--- config.mk ---
export PLATFORM = sky130hd
export DESIGN_NAME = mem_port_arbiter_flat
export DESIGN_NICKNAME = d
export VERILOG_FILES = /design/src/rtl/mem_port_arbiter_if.sv /design/src/rtl/mem_port_arbiter.sv /design/src/flat_wrapper.sv
export SDC_FILE = /design/constraint.sdc
export NUM_CORES = 1
export LEC_CHECK = 0
export ABC_AREA = 0
export CAP_MARGIN = 40
export CELL_PAD_IN_SITES_DETAIL_PLACEMENT = 1
export CELL_PAD_IN_SITES_GLOBAL_PLACEMENT = 1
export CORE_MARGIN = 1
export CORE_UTILIZATION = 33
export DETAILED_ROUTE_END_ITERATION = 6
export HOLD_SLACK_MARGIN = 0.06
export MAX_ROUTING_LAYER = met4
export PLACE_DENSITY = 0.86
export SYNTH_ARGS = -nofsm -noshare
export SYNTH_HDL_FRONTEND = slang
export SYNTH_SLANG_ARGS = --single-unit
--- constraint.sdc ---
create_clock -name clk -period 6.1 [get_ports clk]
set_input_delay 0.915 -clock clk [delete_from_list [all_inputs] [get_ports clk]]
set_output_delay 0.915 -clock clk [all_outputs]
set_load 0.01 [all_outputs]
--- src/rtl/mem_port_arbiter_if.sv ---
// Bus bundle between the IF/MEM requesters, the memory arbiter and the
// unified single-ported memory. The arbiter connects through the slave
// modport. The environment side (pipeline stages plus memory) connects
// through the master modport.
interface mem_port_arbiter_if #(
  parameter int AW = 32,
  parameter int DW = 32
);
  // fetch port
  logic          if_req;
  logic [AW-1:0] if_addr;
  logic [DW-1:0] if_rdata;
  logic          if_ready;
  // data port
  logic          d_req;
  logic          d_we;
  logic [AW-1:0] d_addr;
  logic [DW-1:0] d_wdata;
  logic [DW-1:0] d_rdata;
  logic          d_ready;
  // memory side
  logic          m_req;
  logic          m_we;
  logic [AW-1:0] m_addr;
  logic [DW-1:0] m_wdata;
  logic [DW-1:0] m_rdata;
  logic          m_ack;

  modport slave (
    input  if_req, if_addr, d_req, d_we, d_addr, d_wdata, m_rdata, m_ack,
    output if_rdata, if_ready, d_rdata, d_ready, m_req, m_we, m_addr, m_wdata
  );

  modport master (
    output if_req, if_addr, d_req, d_we, d_addr, d_wdata, m_rdata, m_ack,
    input  if_rdata, if_ready, d_rdata, d_ready, m_req, m_we, m_addr, m_wdata
  );
endinterface

--- src/rtl/mem_port_arbiter.sv ---
// Arbiter sharing one single-ported memory between instruction fetch and
// load/store. The data port wins ties. After MAX_DSTREAK consecutive data
// grants taken while a fetch was waiting, the fetch is forced through.
// Address and data widths come from the interface parameters.
//
// state | meaning
// IDLE  | no access outstanding, requests sampled at the clock edge
// WAIT  | m_req held with latched address/data, waiting for m_ack
// RESP  | owner's ready pulses this cycle, grant clears at the next edge
module mem_port_arbiter #(
  parameter int MAX_DSTREAK = 4
) (
  input  logic                 clk,
  input  logic                 reset,
  mem_port_arbiter_if.slave    bus,
  output logic                 stall_if,
  output logic                 stall_mem,
  output logic [1:0]           grant
);

  typedef enum logic [1:0] {IDLE, WAIT, RESP} state_t;

  localparam int SW = (MAX_DSTREAK < 1) ? 1 : $clog2(MAX_DSTREAK + 1);
  localparam logic [SW-1:0] DMAX = SW'(MAX_DSTREAK);

  state_t        state;
  logic [SW-1:0] dstreak;
  logic          pick_d;
  logic          pick_i;

  // Grant decision for the IDLE edge: data first unless the fetch has waited too long.
  always_comb begin
    pick_d = bus.d_req & (~bus.if_req | (dstreak < DMAX));
    pick_i = bus.if_req & ~pick_d;
  end

  // Stalls drop in the ready cycle so each stage advances exactly once per access.
  assign stall_if  = bus.if_req & ~bus.if_ready;
  assign stall_mem = bus.d_req & ~bus.d_ready;

  // Arbitration FSM with registered memory-side and response outputs.
  always_ff @(posedge clk or posedge reset) begin
    if (reset) begin
      state        <= IDLE;
      dstreak      <= '0;
      grant        <= 2'b00;
      bus.m_req    <= 1'b0;
      bus.m_we     <= 1'b0;
      bus.m_addr   <= '0;
      bus.m_wdata  <= '0;
      bus.if_rdata <= '0;
      bus.d_rdata  <= '0;
      bus.if_ready <= 1'b0;
      bus.d_ready  <= 1'b0;
    end else begin
      bus.if_ready <= 1'b0;
      bus.d_ready  <= 1'b0;
      unique case (state)
        IDLE: begin
          if (pick_d) begin
            bus.m_addr  <= bus.d_addr;
            bus.m_we    <= bus.d_we;
            bus.m_wdata <= bus.d_wdata;
            bus.m_req   <= 1'b1;
            grant       <= 2'b10;
            // Only data grants that make a fetch wait count toward the streak.
            if (bus.if_req)
              dstreak <= (dstreak == DMAX) ? DMAX : dstreak + SW'(1);
            else
              dstreak <= '0;
            state <= WAIT;
          end else if (pick_i) begin
            bus.m_addr <= bus.if_addr;
            bus.m_we   <= 1'b0;
            bus.m_req  <= 1'b1;
            grant      <= 2'b01;
            dstreak    <= '0;
            state      <= WAIT;
          end
        end
        WAIT: begin
          if (bus.m_ack) begin
            bus.m_req <= 1'b0;
            // Stores leave the load-data register untouched.
            if (!bus.m_we) begin
              if (grant == 2'b01) bus.if_rdata <= bus.m_rdata;
              else                bus.d_rdata  <= bus.m_rdata;
            end
            if (grant == 2'b01) bus.if_ready <= 1'b1;
            else                bus.d_ready  <= 1'b1;
            state <= RESP;
          end
        end
        RESP: begin
          grant <= 2'b00;
          state <= IDLE;
        end
        default: state <= IDLE;
      endcase
    end
  end

endmodule
--- src/flat_wrapper.sv ---
// flat-port wrapper written by rule: the top's interface ports become plain ports
module mem_port_arbiter_flat 
#(
  parameter int MAX_DSTREAK = 4
)
  (clk, reset, stall_if, stall_mem, grant, bus_if_req, bus_if_addr, bus_d_req, bus_d_we, bus_d_addr, bus_d_wdata, bus_m_rdata, bus_m_ack, bus_if_rdata, bus_if_ready, bus_d_rdata, bus_d_ready, bus_m_req, bus_m_we, bus_m_addr, bus_m_wdata);
  mem_port_arbiter_if bus_i ();
  input  logic clk;
  input  logic reset;
  output logic stall_if;
  output logic stall_mem;
  output logic [1:0] grant;
  input wire logic [$bits(bus_i.if_req)-1:0] bus_if_req;
  input wire logic [$bits(bus_i.if_addr)-1:0] bus_if_addr;
  input wire logic [$bits(bus_i.d_req)-1:0] bus_d_req;
  input wire logic [$bits(bus_i.d_we)-1:0] bus_d_we;
  input wire logic [$bits(bus_i.d_addr)-1:0] bus_d_addr;
  input wire logic [$bits(bus_i.d_wdata)-1:0] bus_d_wdata;
  input wire logic [$bits(bus_i.m_rdata)-1:0] bus_m_rdata;
  input wire logic [$bits(bus_i.m_ack)-1:0] bus_m_ack;
  output wire logic [$bits(bus_i.if_rdata)-1:0] bus_if_rdata;
  output wire logic [$bits(bus_i.if_ready)-1:0] bus_if_ready;
  output wire logic [$bits(bus_i.d_rdata)-1:0] bus_d_rdata;
  output wire logic [$bits(bus_i.d_ready)-1:0] bus_d_ready;
  output wire logic [$bits(bus_i.m_req)-1:0] bus_m_req;
  output wire logic [$bits(bus_i.m_we)-1:0] bus_m_we;
  output wire logic [$bits(bus_i.m_addr)-1:0] bus_m_addr;
  output wire logic [$bits(bus_i.m_wdata)-1:0] bus_m_wdata;
  assign bus_i.if_req = bus_if_req;
  assign bus_i.if_addr = bus_if_addr;
  assign bus_i.d_req = bus_d_req;
  assign bus_i.d_we = bus_d_we;
  assign bus_i.d_addr = bus_d_addr;
  assign bus_i.d_wdata = bus_d_wdata;
  assign bus_i.m_rdata = bus_m_rdata;
  assign bus_i.m_ack = bus_m_ack;
  assign bus_if_rdata = bus_i.if_rdata;
  assign bus_if_ready = bus_i.if_ready;
  assign bus_d_rdata = bus_i.d_rdata;
  assign bus_d_ready = bus_i.d_ready;
  assign bus_m_req = bus_i.m_req;
  assign bus_m_we = bus_i.m_we;
  assign bus_m_addr = bus_i.m_addr;
  assign bus_m_wdata = bus_i.m_wdata;
  mem_port_arbiter #(.MAX_DSTREAK(MAX_DSTREAK)) u_core (.clk(clk), .reset(reset), .bus(bus_i), .stall_if(stall_if), .stall_mem(stall_mem), .grant(grant));
endmodule
==> results_dict.tcl, run 1 <==
set metrics [dict create \
    finish.utilization_pct 53.8 \
    cp_num_buf_inv 2 \
    drc_errors 0 \
    first_global_vias 4664 \
    multi_input_area_um2 2190 \
    wirelength_mm 16.7 \
    synthesis.area_per_instance_um2 16.5 \
    min_period_ps 3280 \
    final_cell_mix "clkdlybuf4s50_1 (269), dfrtp_1 (139), mux2_2 (125)" \
    synth.distinct_cells 28 \
    dp_hpwl_mm 12.5 \
    numCtsBuffers 17 \
    cap_violations 0 \
    yosys_warnings 0 \
    cts_root_buffer "clkbuf_16" \
    antenna_found_initial 0 \
    cts_resized 0 \
    r2r_cells 4 \
    hold_viol_final 0 \
    status "completed" \
    power_density_nw_per_um2 523 \
    cp_common_cell "clkdlybuf4s50_1" \
    die_y_um 136 \
    dieArea_um2 18400 \
    cts.sinks 139 \
    slew_viol_final 0 \
    ant_nets 0 \
    drive_gt1_share_pct 30.7 \
    holdPathStages 1 \
    clk_latency_ps 410 \
    grtUsageTotal_pct 19.1 \
    port_buffers 269 \
    reg2reg_from "u_core.dstreak[2]" \
    reg2reg_setup_slack_ps 3790 \
    syn_nets 493 \
    critPathMaxStageDelay_ps 660 \
    worstPathMaxFanout 7 \
    fin_setup_tns_ps 0 \
    nFillCells 1699 \
    setup_viol 0 \
    globalplace.congestion 0.760 \
    die_w_um 136 \
    synth-seq-cells 139 \
    cp_top_family "buffers and inverters" \
    final_nets 768 \
    vias 3995 \
    slew_headroom_pct 49.9 \
    critPathLaunchType "primary input" \
    critPathSlowestCell "clkdlybuf4s50_1" \
    fmax_mhz 305 \
    hold_ws_ps 490 \
    cp.arrival_ps 2370 \
    tritoncts "yes" \
    min_to "u_core.bus.m_req" \
    hold_class "register to register" \
    wire_per_inst_um 19.2 \
    path_cells "clkdlybuf4s50_1 -> nor2b_1 -> clkdlybuf4s50_1" \
    syn2layout_area_growth_pct 58.6 \
    rsz0062_at_grt "false" \
    io_pins 270 \
    dpl-instance-area_um2 8710 \
    final_common_cell "clkdlybuf4s50_1" \
    drt-initial-drc-count 158 \
    clock_skew_ps 8.67 \
    peakVddDrop_uv 219 \
    required_ps 5180 \
    period_share_pct 53.8 \
    start_util_pct 34.0 \
    fp.coreArea_um2 17400 \
    tightest_slew_ps 751 \
    h-tree-depth 4 \
    min_from "u_core.bus.m_req" \
    cts_hold_buf 0 \
    end_kind "primary output" \
    synth-seq-area-share_pct 59.0 \
    design_area_um2 9350 \
    rr_endpoint "u_core.bus.m_wdata[27]" \
    grt_overflow 0 \
    cts_max_path_buffers 2 \
    viasPerCell 4.59 \
    synth_cells 357 \
    row_count 48 \
    grt_max_degree 84 \
    grt_pass1_wl_mm 25.6 \
    seq_area_um2 3480 \
    cts_setup_buffers 0 \
    clkTransAtPathRegs_ps 60 \
    critPathKind "primary input to primary output" \
    diodes 0 \
    cellLeakagePower_uw 0.00393 \
    syn_area_um2 5890 \
    drt_first_pass_iters 4 \
]
## cell type report
type	count	share of cell area, %
Clock inverter	13	2.02
Timing Repair Buffer	272	29.3
Multi-Input combinational cell	196	23.5
Sequential cell	139	37.2
Tap cell	225	3.01
Clock buffer	19	4.74
Inverter	6	0.295
## per-stage QoR
stage               setup WS, ps  std cells  power (uW)
finish                      2820        870        4890
CTS                         2810        870        4960
floorplan                   1460        357        2640
global placement            2460        837        3710
detailed placement          2650        838        3830
global route                2760        870        5140
## power by group
part / total, uW / internal (uW) / switching, uW / leakage [uW]
clock network: 1100 / 699 / 398 / 0.000304
logic: 2140 / 1350 / 791 / 0.00197
registers: 1650 / 1380 / 271 / 0.00166
## cell usage after synthesis
master,instances,share of area [%]
nor3_4,1,0.28
nor2b_1,5,0.53
nand3_4,2,0.59
mux2_2,125,24
and2b_2,1,0.15
mux2_4,31,7.9
nand2b_1,2,0.21
o22a_1,1,0.15
a221oi_1,1,0.15
a22o_1,1,0.15
nor2_1,7,0.45
o31ai_1,1,0.13
dfrtp_1,139,59
buf_6,13,2.5
o21ai_0,3,0.25
o22ai_1,1,0.11
nand3_1,1,0.085
a21boi_4,1,0.32
nor2_2,1,0.11
a21o_1,1,0.13
inv_1,6,0.38
nand2_1,2,0.13
mux2i_1,1,0.17
and2_4,1,0.15
ha_1,2,0.42
buf_12,2,0.68
buf_8,1,0.25
mux2_1,4,0.76
## cells by family (layout without fill, tap and decap cells)
family | after synthesis | count (layout) | synth area share [%]
adder cells (fa/ha/maj) | 2 | 2 | 0.424
multiplexers | 161 | 161 | 32.7
buffers and inverters | 22 | 310 | 3.80
AND/OR/NAND/NOR | 23 | 23 | 2.67
AO/OA/AOI/OAI | 10 | 10 | 1.38
flip-flops | 139 | 139 | 59.0
## state kept, by name, summed over array words and instances (netlist names)
signal / count
u_core.bus.d_rdata: 32
u_core.bus.m_we: 1
u_core.dstreak: 3
u_core.bus.m_req: 1
u_core.bus.if_rdata: 32
u_core.grant: 2
u_core.bus.d_ready: 1
u_core.state: 2
u_core.bus.m_wdata: 32
u_core.bus.if_ready: 1
u_core.bus.m_addr: 32
## worst max path at each step
| stage | startpoint | end | slack (ps) | cells after the start |
|---|---|---|---|---|
| 6_report | bus_if_req | stall_if | 2820 | 3 |
| 5_1_grt | bus_if_req | stall_if | 2760 | 3 |
| 4_1_cts | bus_if_req | stall_if | 2810 | 3 |
| 3_5_place_dp | bus_if_req | u_core.bus.m_wdata[26] | 2650 | 5 |
| 3_3_place_gp | bus_if_req | u_core.bus.m_wdata[29] | 2460 | 4 |
| 2_1_floorplan | reset | u_core.bus.d_rdata[0] | 1460 | 1 |
## routing by layer
metal | vias up | global-route usage (%) | routed length, um
met5 | - | - | 0
met4 | 0 | 6.80 | 334
met3 | 26 | 3.89 | 799
met2 | 148 | 34.1 | 9110
met1 | 2005 | 20.8 | 6420
li1 | 1816 | - | -
No activity file was read; power rests on OpenSTA's default activity.
==> run 2, diff against run 1 <==
==> constraint.sdc (replaced) <==
create_clock -name clk -period 3.4 [get_ports clk]
set_input_delay 0.51 -clock clk [delete_from_list [all_inputs] [get_ports clk]]
set_output_delay 0.51 -clock clk [all_outputs]
set_load 0.01 [all_outputs]
==> run 2 against run 1 <==
Compared with the run above:
- hold slack improved by 4.3 ps
- via count is 1.6% higher
- count of clock-buffer cells in the layout unchanged
- flip-flop and latch count unchanged
- clock skew decreased by 2.6 ps
- sequential power rose by 79%
==> results_dict.tcl, run 2 (same netlist as run 1, synthesis figures left out) <==
set metrics [dict create \
    cp_common_cell "clkdlybuf4s50_1" \
    viasPerCell 4.67 \
    fin_setup_tns_ps 0 \
    critPathKind "primary input to primary output" \
    cp_top_family "buffers and inverters" \
    diodes 0 \
    grt_max_degree 61 \
    power_density_nw_per_um2 917 \
    clkPwrFrac_pct 20.3 \
    drive_gt1_share_pct 30.7 \
    rsz0062_at_grt "false" \
    h-tree-depth 4 \
    path_cells "clkdlybuf4s50_1 -> nor2b_1 -> clkdlybuf4s50_1" \
    final_common_cell "clkdlybuf4s50_1" \
    cellLeakagePower_uw 0.00389 \
    end_kind "primary output" \
    cts_resized 0 \
    dp_hpwl_mm 12.2 \
    reg2reg_from "u_core.state[0]" \
    grtUsageTotal_pct 19.2 \
    clkTransAtPathRegs_ps 60 \
    ant_nets 0 \
    reg2reg_setup_slack_ps 1540 \
    status "completed" \
    port_buffers 269 \
    critPathMaxStageDelay_ps 690 \
    required_ps 2890 \
    io_pins 270 \
    cts_setup_buffers 0 \
    pwr-share-comb_pct 44.9 \
    final_cell_mix "clkdlybuf4s50_1 (269), dfrtp_1 (139), mux2_2 (125)" \
    dpl-instance-area_um2 8730 \
    critPathSlowestCell "clkdlybuf4s50_1" \
    min_period_ps 2480 \
    clock_skew_ps 6.08 \
    cts_hold_buf 0 \
    p_sw_uw 2570 \
    hold_class "register to register" \
    seqPwrFrac_pct 34.8 \
    cts.sinks 139 \
    fmax_mhz 404 \
    tightest_slew_ps 824 \
    slew_headroom_pct 44.9 \
    hold_viol_final 0 \
    drc_errors 0 \
    grt_overflow 0 \
    min_to "u_core.bus.if_rdata[28]" \
    min_from "u_core.bus.if_rdata[28]" \
    hold_ws_ps 494 \
    critPathLaunchType "primary input" \
    tritoncts "yes" \
    slew_viol_final 0 \
    antenna_found_initial 0 \
    wirelength_mm 16.5 \
    cts_max_path_buffers 2 \
    first_global_vias 4586 \
    vias 4058 \
    cts_root_buffer "clkbuf_16" \
    fp.coreArea_um2 17400 \
    cp_num_buf_inv 2 \
    nFillCells 1678 \
    period_share_pct 72.9 \
    start_util_pct 34.0 \
    dieArea_um2 18400 \
    clk_latency_ps 410 \
    drt_first_pass_iters 4 \
    cp.arrival_ps 1970 \
    die_y_um 136 \
    internal_power_uw 5930 \
    worstPathMaxFanout 7 \
    setup_viol 0 \
    r2r_cells 3 \
    die_w_um 136 \
    design_area_um2 9280 \
    grt_pass1_wl_mm 25.6 \
    drt-initial-drc-count 97 \
    rr_endpoint "u_core.bus.m_wdata[26]" \
    final_nets 769 \
    wire_per_inst_um 19.0 \
    numCtsBuffers 17 \
    holdPathStages 1 \
    peakVddDrop_uv 419 \
    syn2layout_area_growth_pct 57.4 \
    switching_share_pct 30.2 \
    row_count 48 \
    cap_violations 0 \
    globalplace.congestion 0.745 \
]
==> run 2: changes by cell type in the layout (fill, tap and decap cells not counted), sizes merged <==
cell      previous run  this run
clkinvlp             2         5
clkinv               4         5
bufinv               4         1
buf                  3         4
inv                  9         6
==> run 2: how the worst max path moves through the flow <==
stage / endpoint / cells after the start / startpoint / slack, ps
global placement: u_core.bus.m_addr[19] / 5 / bus_if_req / 940
CTS: stall_if / 3 / bus_if_req / 930
detailed placement: u_core.bus.m_addr[17] / 5 / bus_if_req / 840
finish: stall_if / 3 / bus_if_req / 920
global route: stall_if / 3 / bus_if_req / 880
floorplan: u_core.bus.d_rdata[0] / 1 / reset / 1150
==> run 2: power groups by stage <==
stage	sequential (uW)	combinational, uW	clock (uW)
finish	2960	3820	1730
global route	3070	4060	1850
CTS	2970	3880	1780
detailed placement	2990	3850	0
global placement	2910	3730	0
floorplan	3290	1460	0
==> run 2: stage by stage <==
stage | total power, uW | utilization (%) | worst slack [ps] | instances
2_1_floorplan | 4750 | - | 1150 | 357
3_3_place_gp | 6640 | 50.3 | 940 | 839
3_5_place_dp | 6850 | 50.3 | 843 | 839
4_1_cts | 8630 | 53.4 | 930 | 869
5_1_grt | 8970 | 53.4 | 882 | 869
6_report | 8500 | 53.4 | 922 | 869
==> run 2: worst register-to-register path: cells and delay by family, from the launching register on <==
family	cells	cell delay, ps
flip-flops	1	480
multiplexers	1	460
AND/OR/NAND/NOR	2	800
==> run 2: routing by layer <==
| metal | global-route usage [%] | up-vias | routed length (um) |
|---|---|---|---|
| met3 | 5.27 | 41 | 947 |
| met4 | 8.86 | 0 | 527 |
| li1 | - | 1815 | - |
| met5 | - | - | 0 |
| met1 | 20.2 | 2049 | 6120 |
| met2 | 33.2 | 153 | 8890 |
==> run 2: area by class of cell <==
class                      count  area [um2]  area share (%)
tap                          225         282            3.03
inverter                       6        26.3           0.283
clock buffer                  19         453            4.88
timing repair buffer         273        2750            29.6
multi-input combinational    196        2190            23.6
clock inverter                11        97.6            1.05
sequential                   139        3480            37.5
==> run 3, diff against run 2 <==
==> constraint.sdc (replaced) <==
create_clock -name clk -period 2.4 [get_ports clk]
set_input_delay 0.36 -clock clk [delete_from_list [all_inputs] [get_ports clk]]
set_output_delay 0.36 -clock clk [all_outputs]
set_load 0.01 [all_outputs]
==> run 3 against run 2 <==
Compared with the run above:
- hold slack got worse by 46 ps
- die area did not move
- sequential share of layout area fell by 0.67 points
- via count rose by 0.71%
- critical path type unchanged
- critical path depth did not move
- non-clock buffer count rose by 5
- clock power rose by 66%
- core utilization rose by 0.97 points
- largest cell class unchanged
- clock skew rose by 2.8 ps
- final area rose by 1.8%
- flip-flop and latch count did not move
==> results_dict.tcl, run 3 (same netlist as run 1, synthesis figures left out) <==
set metrics [dict create \
    critPathSlowestCell "clkdlybuf4s50_1" \
    final_nets 774 \
    cp.arrival_ps 1820 \
    worstPathMaxFanout 7 \
    diodes 0 \
    period_share_pct 90.7 \
    clk_latency_ps 410 \
    cp_num_buf_inv 2 \
    cts.sinks 139 \
    start_util_pct 34.0 \
    end_kind "primary output" \
    cts_max_path_buffers 2 \
    clkTransAtPathRegs_ps 70 \
    slew_viol_final 0 \
    cp_common_cell "clkdlybuf4s50_1" \
    seq_area_um2 3480 \
    wirelength_mm 17.0 \
    drc_errors 0 \
    drt_first_pass_iters 4 \
    vias 4087 \
    io_pins 270 \
    grt_pass1_wl_mm 26.4 \
    dieArea_um2 18400 \
    critPathLaunchType "primary input" \
    final_cell_mix "clkdlybuf4s50_1 (269), dfrtp_1 (139), mux2_2 (125)" \
    row_count 48 \
    viasPerCell 4.67 \
    cts_root_buffer "clkbuf_16" \
    h-tree-depth 4 \
    status "completed" \
    cts_resized 0 \
    dp_hpwl_mm 12.7 \
    numCtsBuffers 17 \
    tightest_slew_ps 466 \
    setup_viol 0 \
    critPathKind "primary input to primary output" \
    syn2layout_area_growth_pct 60.2 \
    die_w_um 136 \
    globalplace.congestion 0.735 \
    pwr-share-comb_pct 43.7 \
    seqPwrFrac_pct 33.5 \
    min_period_ps 2180 \
    grt_max_degree 80 \
    wire_per_inst_um 19.5 \
    hold_viol_final 0 \
    p_sw_uw 3750 \
    die_y_um 136 \
    ant_nets 0 \
    nFillCells 1684 \
    hold_ws_ps 448 \
    required_ps 2040 \
    cellLeakagePower_uw 0.00398 \
    fp.coreArea_um2 17400 \
    multi_input_area_um2 2190 \
    grtUsageTotal_pct 19.8 \
    internal_power_uw 8850 \
    port_buffers 269 \
    fin_setup_tns_ps 0 \
    cts_setup_buffers 0 \
    peakVddDrop_uv 561 \
    switching_share_pct 29.8 \
    first_global_vias 4771 \
    cp_top_family "buffers and inverters" \
    critPathMaxStageDelay_ps 690 \
    slew_headroom_pct 69.0 \
    path_cells "clkdlybuf4s50_1 -> nor2b_1 -> clkdlybuf4s50_1" \
    antenna_found_initial 0 \
    tritoncts "yes" \
    cts_hold_buf 0 \
    final_common_cell "clkdlybuf4s50_1" \
    rsz0062_at_grt "false" \
    drt-initial-drc-count 104 \
    fmax_mhz 460 \
    grt_overflow 0 \
    clkPwrFrac_pct 22.8 \
    cap_violations 0 \
    power_density_nw_per_um2 1330 \
    drive_gt1_share_pct 31.4 \
    hold_class "primary input to asynchronous set/reset pin" \
    clock_skew_ps 8.91 \
]
## run 3: changes by cell type in the layout (fill, tap and decap cells not counted), sizes merged
cell,change
buf,+5
bufinv,+4
clkbuf,-2
clkinv,+1
clkinvlp,-3
inv,+1
## run 3: tightest hold or removal path, stage by stage
cell	delay (ps)
clkdlybuf4s50_1	440
clkinvlp_4	140
buf_12	310
## run 3: power by group through the flow
stage	Clock (uW)	Combinational, uW	Sequential, uW
finish	2870	5510	4220
global route	3040	5850	4370
CTS	2950	5600	4240
detailed placement	0	5550	4250
global placement	0	5370	4120
floorplan	0	2060	4660
## run 3: path summary, 6_finish.rpt
check | cells past startpoint | end | from | slack [ps]
min in group clk | 1 | u_core.bus.m_req | u_core.bus.m_req | 500
max reg2reg | 4 | u_core.bus.d_rdata[28] | u_core.state[1] | 600
min reg2reg | 1 | u_core.bus.m_req | u_core.bus.m_req | 500
max in group asynchronous | 3 | u_core.bus.if_rdata[0] | reset | 1600
max | 3 | stall_if | bus_if_req | 220
min | 3 | u_core.bus.m_addr[20] | reset | 450
## run 3: area by class of cell
type	count	share of cell area, %
clock buffer	17	4.50
clock inverter	14	2.32
inverter	6	0.278
multi-input combinational	196	23.2
sequential	139	36.8
tap	225	2.98
timing repair buffer	278	29.9
## run 3: routing by layer
layer | up-vias | GRT usage, % | part of all wire (%)
li1 | 1820 | - | -
met3 | 28 | 4.68 | 4.8
met4 | 0 | 7.49 | 2.3
met5 | - | - | 0
met1 | 2089 | 20.6 | 37
met2 | 150 | 36.0 | 56
## run 3: per-stage QoR
step                      utilization, %  setup WS [ps]  cells  total power, uW  area, um2
after floorplan                        -            305    357             6720       5900
after global placement              50.7            262    844             9490       8800
after CTS                           54.4            217    875            12800       9450
after detailed placement            50.7            176    844             9810       8800
after global routing                54.4            168    875            13300       9450
final                               54.4            224    875            12600       9450
